`config.mk`:
```
export PLATFORM = sky130hd
export DESIGN_NAME = oled_count_display_sched
export DESIGN_NICKNAME = d
export VERILOG_FILES = /design/src/rtl/oled_count_display_sched.sv
export SDC_FILE = /design/constraint.sdc
export NUM_CORES = 1
export LEC_CHECK = 0
export CELL_PAD_IN_SITES_DETAIL_PLACEMENT = 1
export CELL_PAD_IN_SITES_GLOBAL_PLACEMENT = 1
export CORE_UTILIZATION = 50
export CTS_BUF_LIST = sky130_fd_sc_hd__clkbuf_4
export DETAILED_ROUTE_END_ITERATION = 12
export GPL_TIMING_DRIVEN = 0
export PLACE_DENSITY = 0.93
export RECOVER_POWER = 50
export SLEW_MARGIN = 15
export SYNTH_ARGS = -nofsm -noshare
export SYNTH_HDL_FRONTEND = slang
export SYNTH_SLANG_ARGS = --single-unit
```
`constraint.sdc`:
```
create_clock -name clk -period 5.1 [get_ports clk]
set_input_delay 1.02 -clock clk [delete_from_list [all_inputs] [get_ports clk]]
set_output_delay 1.02 -clock clk [all_outputs]
set_load 0.03 [all_outputs]
```
`src/rtl/oled_count_display_sched.sv`:
```
// Sequencer for the OLED character writer. It runs init and a full clear, then shows
// a 32-bit count as decimal digits on one 16x16 text line each time an update is requested.
module oled_count_display_sched #(
    parameter int          NUM_DIG    = 8,
    parameter int          LINE_Y     = 2,
    parameter int          CHAR_BLANK = 10,
    parameter bit          LZ_BLANK   = 1'b1,
    parameter logic [19:0] TIMEOUT    = 20'd1000000
) (
    input  logic        clk,
    input  logic        rst_n,
    input  logic        upd_req,
    input  logic [31:0] upd_val,
    input  logic        oled_done,
    output logic        oled_en,
    output logic [3:0]  oled_cmd,
    output logic [4:0]  oled_char_addr,
    output logic [7:0]  oled_x,
    output logic [2:0]  oled_y,
    output logic        ready,
    output logic        busy,
    output logic        err
);
    localparam int          BCD_W     = NUM_DIG * 4;
    localparam int          K_W       = (NUM_DIG > 1) ? $clog2(NUM_DIG) : 1;
    localparam logic [31:0] MAX_VAL   = 32'd99_999_999;
    localparam logic [3:0]  CMD_INIT  = 4'd0;
    localparam logic [3:0]  CMD_CLEAR = 4'd1;
    localparam logic [3:0]  CMD_WRITE = 4'd2;

    typedef enum logic [3:0] {
        S_INIT, S_GAP_INIT, S_CLS, S_GAP_CLS, S_IDLE, S_CONV, S_WR, S_GAP_WR, S_GAP_TO
    } state_t;

    state_t             state_q, state_d;
    logic               en_q, en_d;
    logic [3:0]         cmd_q, cmd_d;
    logic [4:0]         char_q, char_d;
    logic [7:0]         x_q, x_d;
    logic [2:0]         y_q, y_d;
    logic               ready_q, ready_d;
    logic               err_q, err_d;
    logic               pending_q, pending_d;
    logic [31:0]        pend_val_q, pend_val_d;
    logic [31:0]        bin_q, bin_d;
    logic [BCD_W-1:0]   bcd_q, bcd_d;
    logic [4:0]         cnt_q, cnt_d;
    logic [K_W-1:0]     k_q, k_d;
    logic [19:0]        wdog_q, wdog_d;

    logic               launch;
    logic [3:0]         launch_cmd;
    logic [K_W-1:0]     launch_k;
    logic [31:0]        src_val;
    logic [BCD_W-1:0]   bcd_adj;

    function automatic logic [BCD_W-1:0] add3(input logic [BCD_W-1:0] b);
        logic [BCD_W-1:0] r;
        r = b;
        for (int i = 0; i < NUM_DIG; i++) begin
            if (r[i*4 +: 4] >= 4'd5) r[i*4 +: 4] = r[i*4 +: 4] + 4'd3;
        end
        return r;
    endfunction

    // Digit 0 is the most significant; blank it while every digit up to it is still zero.
    function automatic logic [4:0] digit_char(input logic [BCD_W-1:0] b, input logic [K_W-1:0] k);
        logic       lead;
        logic [3:0] d;
        lead = 1'b1;
        d    = '0;
        for (int j = 0; j < NUM_DIG; j++) begin
            if (j <= int'(k)) begin
                d = b[(NUM_DIG-1-j)*4 +: 4];
                if (d != 4'd0) lead = 1'b0;
            end
        end
        if (LZ_BLANK && (int'(k) < NUM_DIG - 1) && lead) return 5'(CHAR_BLANK);
        return {1'b0, d};
    endfunction

    always_ff @(posedge clk or negedge rst_n) begin
        if (!rst_n) begin
            state_q    <= S_INIT;
            en_q       <= 1'b0;
            cmd_q      <= '0;
            char_q     <= '0;
            x_q        <= '0;
            y_q        <= '0;
            ready_q    <= 1'b0;
            err_q      <= 1'b0;
            pending_q  <= 1'b0;
            pend_val_q <= '0;
            bin_q      <= '0;
            bcd_q      <= '0;
            cnt_q      <= '0;
            k_q        <= '0;
            wdog_q     <= '0;
        end else begin
            state_q    <= state_d;
            en_q       <= en_d;
            cmd_q      <= cmd_d;
            char_q     <= char_d;
            x_q        <= x_d;
            y_q        <= y_d;
            ready_q    <= ready_d;
            err_q      <= err_d;
            pending_q  <= pending_d;
            pend_val_q <= pend_val_d;
            bin_q      <= bin_d;
            bcd_q      <= bcd_d;
            cnt_q      <= cnt_d;
            k_q        <= k_d;
            wdog_q     <= wdog_d;
        end
    end

    always_comb begin
        state_d    = state_q;
        en_d       = en_q;
        cmd_d      = cmd_q;
        char_d     = char_q;
        x_d        = x_q;
        y_d        = y_q;
        ready_d    = ready_q;
        err_d      = err_q;
        pending_d  = pending_q;
        pend_val_d = pend_val_q;
        bin_d      = bin_q;
        bcd_d      = bcd_q;
        cnt_d      = cnt_q;
        k_d        = k_q;
        wdog_d     = wdog_q;
        launch     = 1'b0;
        launch_cmd = CMD_INIT;
        launch_k   = k_q;
        src_val    = upd_req ? upd_val : pend_val_q;
        bcd_adj    = add3(bcd_q);

        case (state_q)
            S_INIT, S_CLS, S_WR: begin
                if (!en_q) begin
                    launch     = 1'b1;
                    launch_cmd = (state_q == S_INIT) ? CMD_INIT :
                                 (state_q == S_CLS)  ? CMD_CLEAR : CMD_WRITE;
                end else if (oled_done) begin
                    en_d    = 1'b0;
                    state_d = (state_q == S_INIT) ? S_GAP_INIT :
                              (state_q == S_CLS)  ? S_GAP_CLS : S_GAP_WR;
                end else if (wdog_q == TIMEOUT - 20'd1) begin
                    en_d    = 1'b0;
                    err_d   = 1'b1;
                    ready_d = 1'b0;
                    state_d = S_GAP_TO;
                end
            end
            S_GAP_INIT: begin
                state_d    = S_CLS;
                launch     = 1'b1;
                launch_cmd = CMD_CLEAR;
            end
            S_GAP_CLS: begin
                state_d = S_IDLE;
                ready_d = 1'b1;
            end
            S_IDLE: begin
                if (upd_req || pending_q) begin
                    bin_d     = (src_val > MAX_VAL) ? MAX_VAL : src_val;
                    bcd_d     = '0;
                    cnt_d     = '0;
                    pending_d = 1'b0;
                    state_d   = S_CONV;
                end
            end
            S_CONV: begin
                bcd_d = {bcd_adj[BCD_W-2:0], bin_q[31]};
                bin_d = {bin_q[30:0], 1'b0};
                cnt_d = cnt_q + 5'd1;
                if (cnt_q == 5'd31) begin
                    k_d     = '0;
                    state_d = S_WR;
                end
            end
            S_GAP_WR: begin
                if (k_q == K_W'(NUM_DIG - 1)) begin
                    state_d = S_IDLE;
                end else begin
                    k_d        = k_q + 1'b1;
                    state_d    = S_WR;
                    launch     = 1'b1;
                    launch_cmd = CMD_WRITE;
                    launch_k   = k_q + 1'b1;
                end
            end
            S_GAP_TO: begin
                state_d    = S_INIT;
                launch     = 1'b1;
                launch_cmd = CMD_INIT;
            end
            default: state_d = S_INIT;
        endcase

        // Command fields change only together with the enable rising, so they never move under en.
        if (launch) begin
            en_d   = 1'b1;
            wdog_d = '0;
            cmd_d  = launch_cmd;
            x_d    = '0;
            y_d    = '0;
            char_d = '0;
            if (launch_cmd == CMD_WRITE) begin
                x_d    = 8'(launch_k) << 4;
                y_d    = 3'(LINE_Y);
                char_d = digit_char(bcd_q, launch_k);
            end
        end else if (en_q) begin
            wdog_d = wdog_q + 20'd1;
        end

        if (upd_req && ((state_q != S_IDLE) || !ready_q)) begin
            pending_d  = 1'b1;
            pend_val_d = upd_val;
        end
    end

    assign oled_en        = en_q;
    assign oled_cmd       = cmd_q;
    assign oled_char_addr = char_q;
    assign oled_x         = x_q;
    assign oled_y         = y_q;
    assign ready          = ready_q;
    assign busy           = (state_q != S_IDLE);
    assign err            = err_q;

endmodule

```
Yosys cells after proc, flatten, opt, wreduce, memory -nomap -nowiden. Cells that the tools add are included.

Register bits after elaboration: 152. Bits in latches: 0. RAM bits: 0. ROM bits: 0. Input port bits: 36. Output and inout port bits: 24. Word-level logic and storage cells: 183. Memories: 0.

Add/sub/neg operators: 11. Multiply operators: 0. Div/mod/pow operators: 0. Order comparisons: 17. Equality and inequality tests: 19. Shifts and indexed selects: 0. Multiplexer cells: 91. Bitwise gates (word level): 1. Reductions and logical operators: 29.

Operator list (number): 32-bit 2-to-1 mux (4); 32-bit case mux with 2 select lines (2); 4-bit 2-to-1 mux (19); 1-bit 2-to-1 mux (41); 20-bit 2-to-1 mux (2); 4-bit by 3-bit greater-or-equal comparator with 1-bit output (second input constant) (8); 32-bit by 27-bit greater-than comparator with 1-bit output (second input constant) (1); 4-bit nonzero test (8); 4-bit by 2-bit adder with 4-bit output (second input constant) (7); 4-bit case mux with 6 select lines (1); 20-bit by 1-bit adder with 20-bit output (second input constant) (1); 20-bit equality test (second input constant) (1); 5-bit 2-to-1 mux (4); 3-bit 2-to-1 mux (6); 4-bit by 3-bit equality test with 1-bit output (second input constant) (4); 2-bit nonzero test (7); 4-bit by 2-bit equality test with 1-bit output (second input constant) (3); 3-bit less-or-equal comparator (first input constant) (4); 2-bit 2-to-1 mux (6); 4-bit AND reduction (3); 2-bit != test (second input constant) (5); 5-bit case mux with 2 select lines (1); 7-bit 2-to-1 mux (1); 2-bit by 3-bit less-or-equal comparator with 1-bit output (first input constant) (2); other kinds (23) (27).

Logic depth before layout (Yosys ltp).
Depth after elaboration: 36. Depth in mapped cells: 9. Gate-level depth less buffers: 8.

Worst setup path before layout. Ideal clock, no wire load.

Path kind: input to register. Start point: in upd_req. End point: reg pend_val_q[10]. Setup time: 0.125 ns. Data arrival time: 2.613 ns. Required time: 4.975 ns. Setup slack: 2.363 ns. Stages on the path: 6. Buffers on the path: 4. Cells stage by stage: buf_4 buf_2 buf_2 a21boi_1 buf_2 mux2_2.

Cells in the longest elaborated chain, start to end: 1.

Ends and longest elaborated chain: start, declared (line 12) `input logic upd_req,`; 1-bit logical AND (line 220) `if (upd_req && ((state_q != S_IDLE) || !ready_q)) begin`; end signal, assigned (line 109) `pend_val_q <= pend_val_d;`; end, declared (line 44) `logic [31:0] pend_val_q, pend_val_d;`.

No other way between the ends. A chain may end at the register's enable or synchronous reset.

Worst setup path after layout.
Start point: reg state_q[1]. End point: out busy.

Cells in the longest elaborated chain, start to end: 1.

Ends and longest elaborated chain: start, declared (line 35) `state_t state_q, state_d;`; start signal, assigned (line 100) `state_q <= state_d;`; 4-bit by 3-bit != test with 1-bit output (line 232) `assign busy = (state_q != S_IDLE);`; end, declared (line 21) `output logic busy,`.

No other way between the ends.

==> results_dict.tcl <==
set metrics [dict create \
    setup_violations 0 \
    drv_slew 40 \
    viasPerCell 6.04 \
    critPathMaxFanout 10 \
    outcome "finished, violations left" \
    seq_area_frac_synth 0.454 \
    yosysMostFrequentCell "dfrtp_1" \
    fin_cells 1098 \
    drv_cap 1 \
    synth_seq_cells 142 \
    cts_tree "yes" \
    combPwrFrac 0.479 \
    switching_power_mw 2.24 \
    core_area_mm2 0.0153 \
    synth_warnings 0 \
    grt_max_degree 104 \
    synth_area_leader_cell "dfrtp_1" \
    required_ps 4080 \
    cts-root-buf "clkbuf_4" \
    min_from "bin_q[28]" \
    finalCriticalPeriod_ps 3530 \
    vias 6631 \
    synth-edff-count 0 \
    crit_slowest_cell "clkdlybuf4s50_1" \
    grt_pass1_vias 7242 \
    r2r_slack_ps 1930 \
    syn_inst 797 \
    die_y_um 127 \
    place_inst 1066 \
    area_growth_syn_to_layout_pct 14.1 \
    cp_top_family "buffers and inverters" \
    clk_pin_slew_ps 140 \
    max_freq_ghz 0.283 \
    min_delay_path_depth 2 \
    nets 938 \
    drive_gt1_frac 0.113 \
    hold_violations 0 \
    end_kind "output pin" \
    dieArea_mm2 0.0161 \
    worstMarginPinSlew_ps 2370 \
    io_pins 60 \
    whs_endpoint "bin_q[29]" \
    numClockSinks 142 \
    synthArstFlopShare 1.00 \
    drc 0 \
    fin_crit_sh 0.692 \
    r2r-start "state_q[1]" \
    grtUsageTotal 0.296 \
    r2r_cells 8 \
    finClkSkew_ps 16.0 \
    antennaDiodeCount 0 \
    crit_buf_inv 3 \
    cts_hold_buf 0 \
    total_leakage_power_nw 3.83 \
    dp_hpwl_mm 15.9 \
    drt_first_pass_iters 7 \
    wirelength_mm 22.3 \
    numCtsBuffers 17 \
    clk_latency_ps 590 \
    seqPwrFrac 0.357 \
    synthFlopType "dfrtp_1" \
    critPathMaxStageDelay_ps 640 \
    cp_cell_sequence "buf_2, nor3_1, inv_1, clkdlybuf4s50_1" \
    cp.arrival_ps 2510 \
    whs_ps 494 \
    cts_resized 0 \
    dieWidth_um 127 \
    routabilityCongestion 0.899 \
    total_power_mw 4.93 \
    slew_headroom -0.577 \
    p_clk_frac 0.164 \
    timing.rr.end "bin_q[13]" \
    h-tree-depth 4 \
    p_int_mw 2.69 \
    crit_type "register to output pin" \
    start_kind "register" \
    drtIter0Drc 512 \
    postSynthAreaPerCell_um2 9.81 \
    violations "max-capacitance violations, max-slew violations" \
    cts_setup_buffers 0 \
    synth_area_mm2 0.00782 \
    post_drt_wl_per_cell_um 20.3 \
    clockBufferDepth 2 \
    ir_drop_v 0.000287 \
    ant_nets 0 \
    rsz0062_at_grt "no" \
    synth_area_leaders "dfrtp_1 45%, mux2_2 5.0%, ha_1 4.5%, mux2i_1 3.8%, nand2_1 3.5%" \
    grt.overflow.total 0 \
    antenna_found_initial 0 \
    grt_pass1_wl_mm 37.1 \
    powerDensity_mw_per_mm2 552 \
    synth_commonest_cells "142 x dfrtp_1, 73 x nand2_1, 61 x nor2_1, 51 x o21ai_0, 48 x a21oi_1" \
    p_sw_frac 0.455 \
    hold_path_class "register to register" \
    yosysTopAreaCellShare 0.454 \
    rows 45 \
    port_buffers 48 \
    yosysUniqueCellTypes 66 \
    start_util 0.513 \
]
## metrics by stage
step	setup slack, ps	setup TNS, ps	instance area [um^2]	util
2_1_floorplan	2360	0	7850	-
3_3_place_gp	-2750	-388770	8600	0.564
3_5_place_dp	1630	0	8630	0.566
4_1_cts	1730	0	8940	0.586
5_1_grt	1330	0	8920	0.585
6_report	1570	0	8920	0.585
## layout by cell type (no fill, tap or decap), drive strengths merged, types with 8 or more instances in the layout
cell type / n
nor2: 62
nand3: 38
mux2: 35
a221o: 8
dfrtp: 142
a32o: 8
nor3: 15
clkbuf: 46
conb: 10
a21oi: 49
xor2: 14
inv: 29
ha: 28
o31ai: 14
clkdlybuf4s50: 47
mux2i: 30
nand2: 73
a32oi: 8
xnor2: 14
nand2b: 11
o21ai: 53
nand4: 14
buf: 27
## how the worst max path moves through the flow
stage | slack (ps) | from | to | cells past startpoint
2_1_floorplan | 2360 | upd_req | pend_val_q[10] | 6
4_1_cts | 1730 | state_q[1] | busy | 4
3_5_place_dp | 1630 | upd_req | bin_q[13] | 8
6_report | 1570 | state_q[1] | busy | 4
3_3_place_gp | -2750 | rst_n | bcd_q[18] | 1
5_1_grt | 1330 | state_q[3] | busy | 4
## metal layers
layer	up-vias	global-route usage	wire, um
met1	3364	0.361	9630
met4	0	0.123	686
li1	3035	-	-
met3	55	0.0599	881
met2	177	0.514	11100
met5	-	0	0
## flip-flops by register name, summed over array words and instances (netlist names)
name / cells
cnt_q: 5
wdog_q: 20
k_q: 3
bin_q: 32
oled_en: 1
oled_y: 1
state_q: 4
oled_char_addr: 4
err: 1
oled_cmd: 2
pending_q: 1
ready: 1
pend_val_q: 32
oled_x: 3
bcd_q: 32
## final cells by class
type,count,area [um^2]
timing repair buffer,49,502
clock inverter,15,183
clock buffer,17,128
inverter,24,90.1
fill,1724,6330
tap,211,264
sequential,142,3550
multi-input combinational,586,3950
buffer,54,260
## power groups by stage
stage | clock, mW | combinational, mW | sequential [mW]
2_1_floorplan | 0 | 1.53 | 1.76
3_3_place_gp | 0 | 2.18 | 1.74
3_5_place_dp | 0 | 2.32 | 1.77
4_1_cts | 0.819 | 2.34 | 1.75
5_1_grt | 0.864 | 2.57 | 1.80
6_report | 0.807 | 2.36 | 1.76
## cell families (layout without fill, tap and decap cells)
logic type | count (synthesis) | after routing | share of synthesized area
AOI/OAI and AO/OA | 203 | 203 | 0.173
buffers and inverters | 78 | 159 | 0.0448
muxes | 67 | 67 | 0.0946
xor gates and xnor gates | 28 | 28 | 0.0338
adders and majority gates | 28 | 28 | 0.0448
DFF | 142 | 142 | 0.454
and+or+nand+nor | 250 | 250 | 0.154
other | 1 | 10 | 0.000480
## worst register-to-register path, cell delays in order (launching register included)
cell	delay (ps)
dfrtp_1	400
buf_2	180
nor3_1	490
inv_1	210
nor2_1	650
nor2_1	270
clkbuf_1	300
a221oi_1	370
o21ai_0	180
Note: power is estimated with default switching activity, not from simulation.
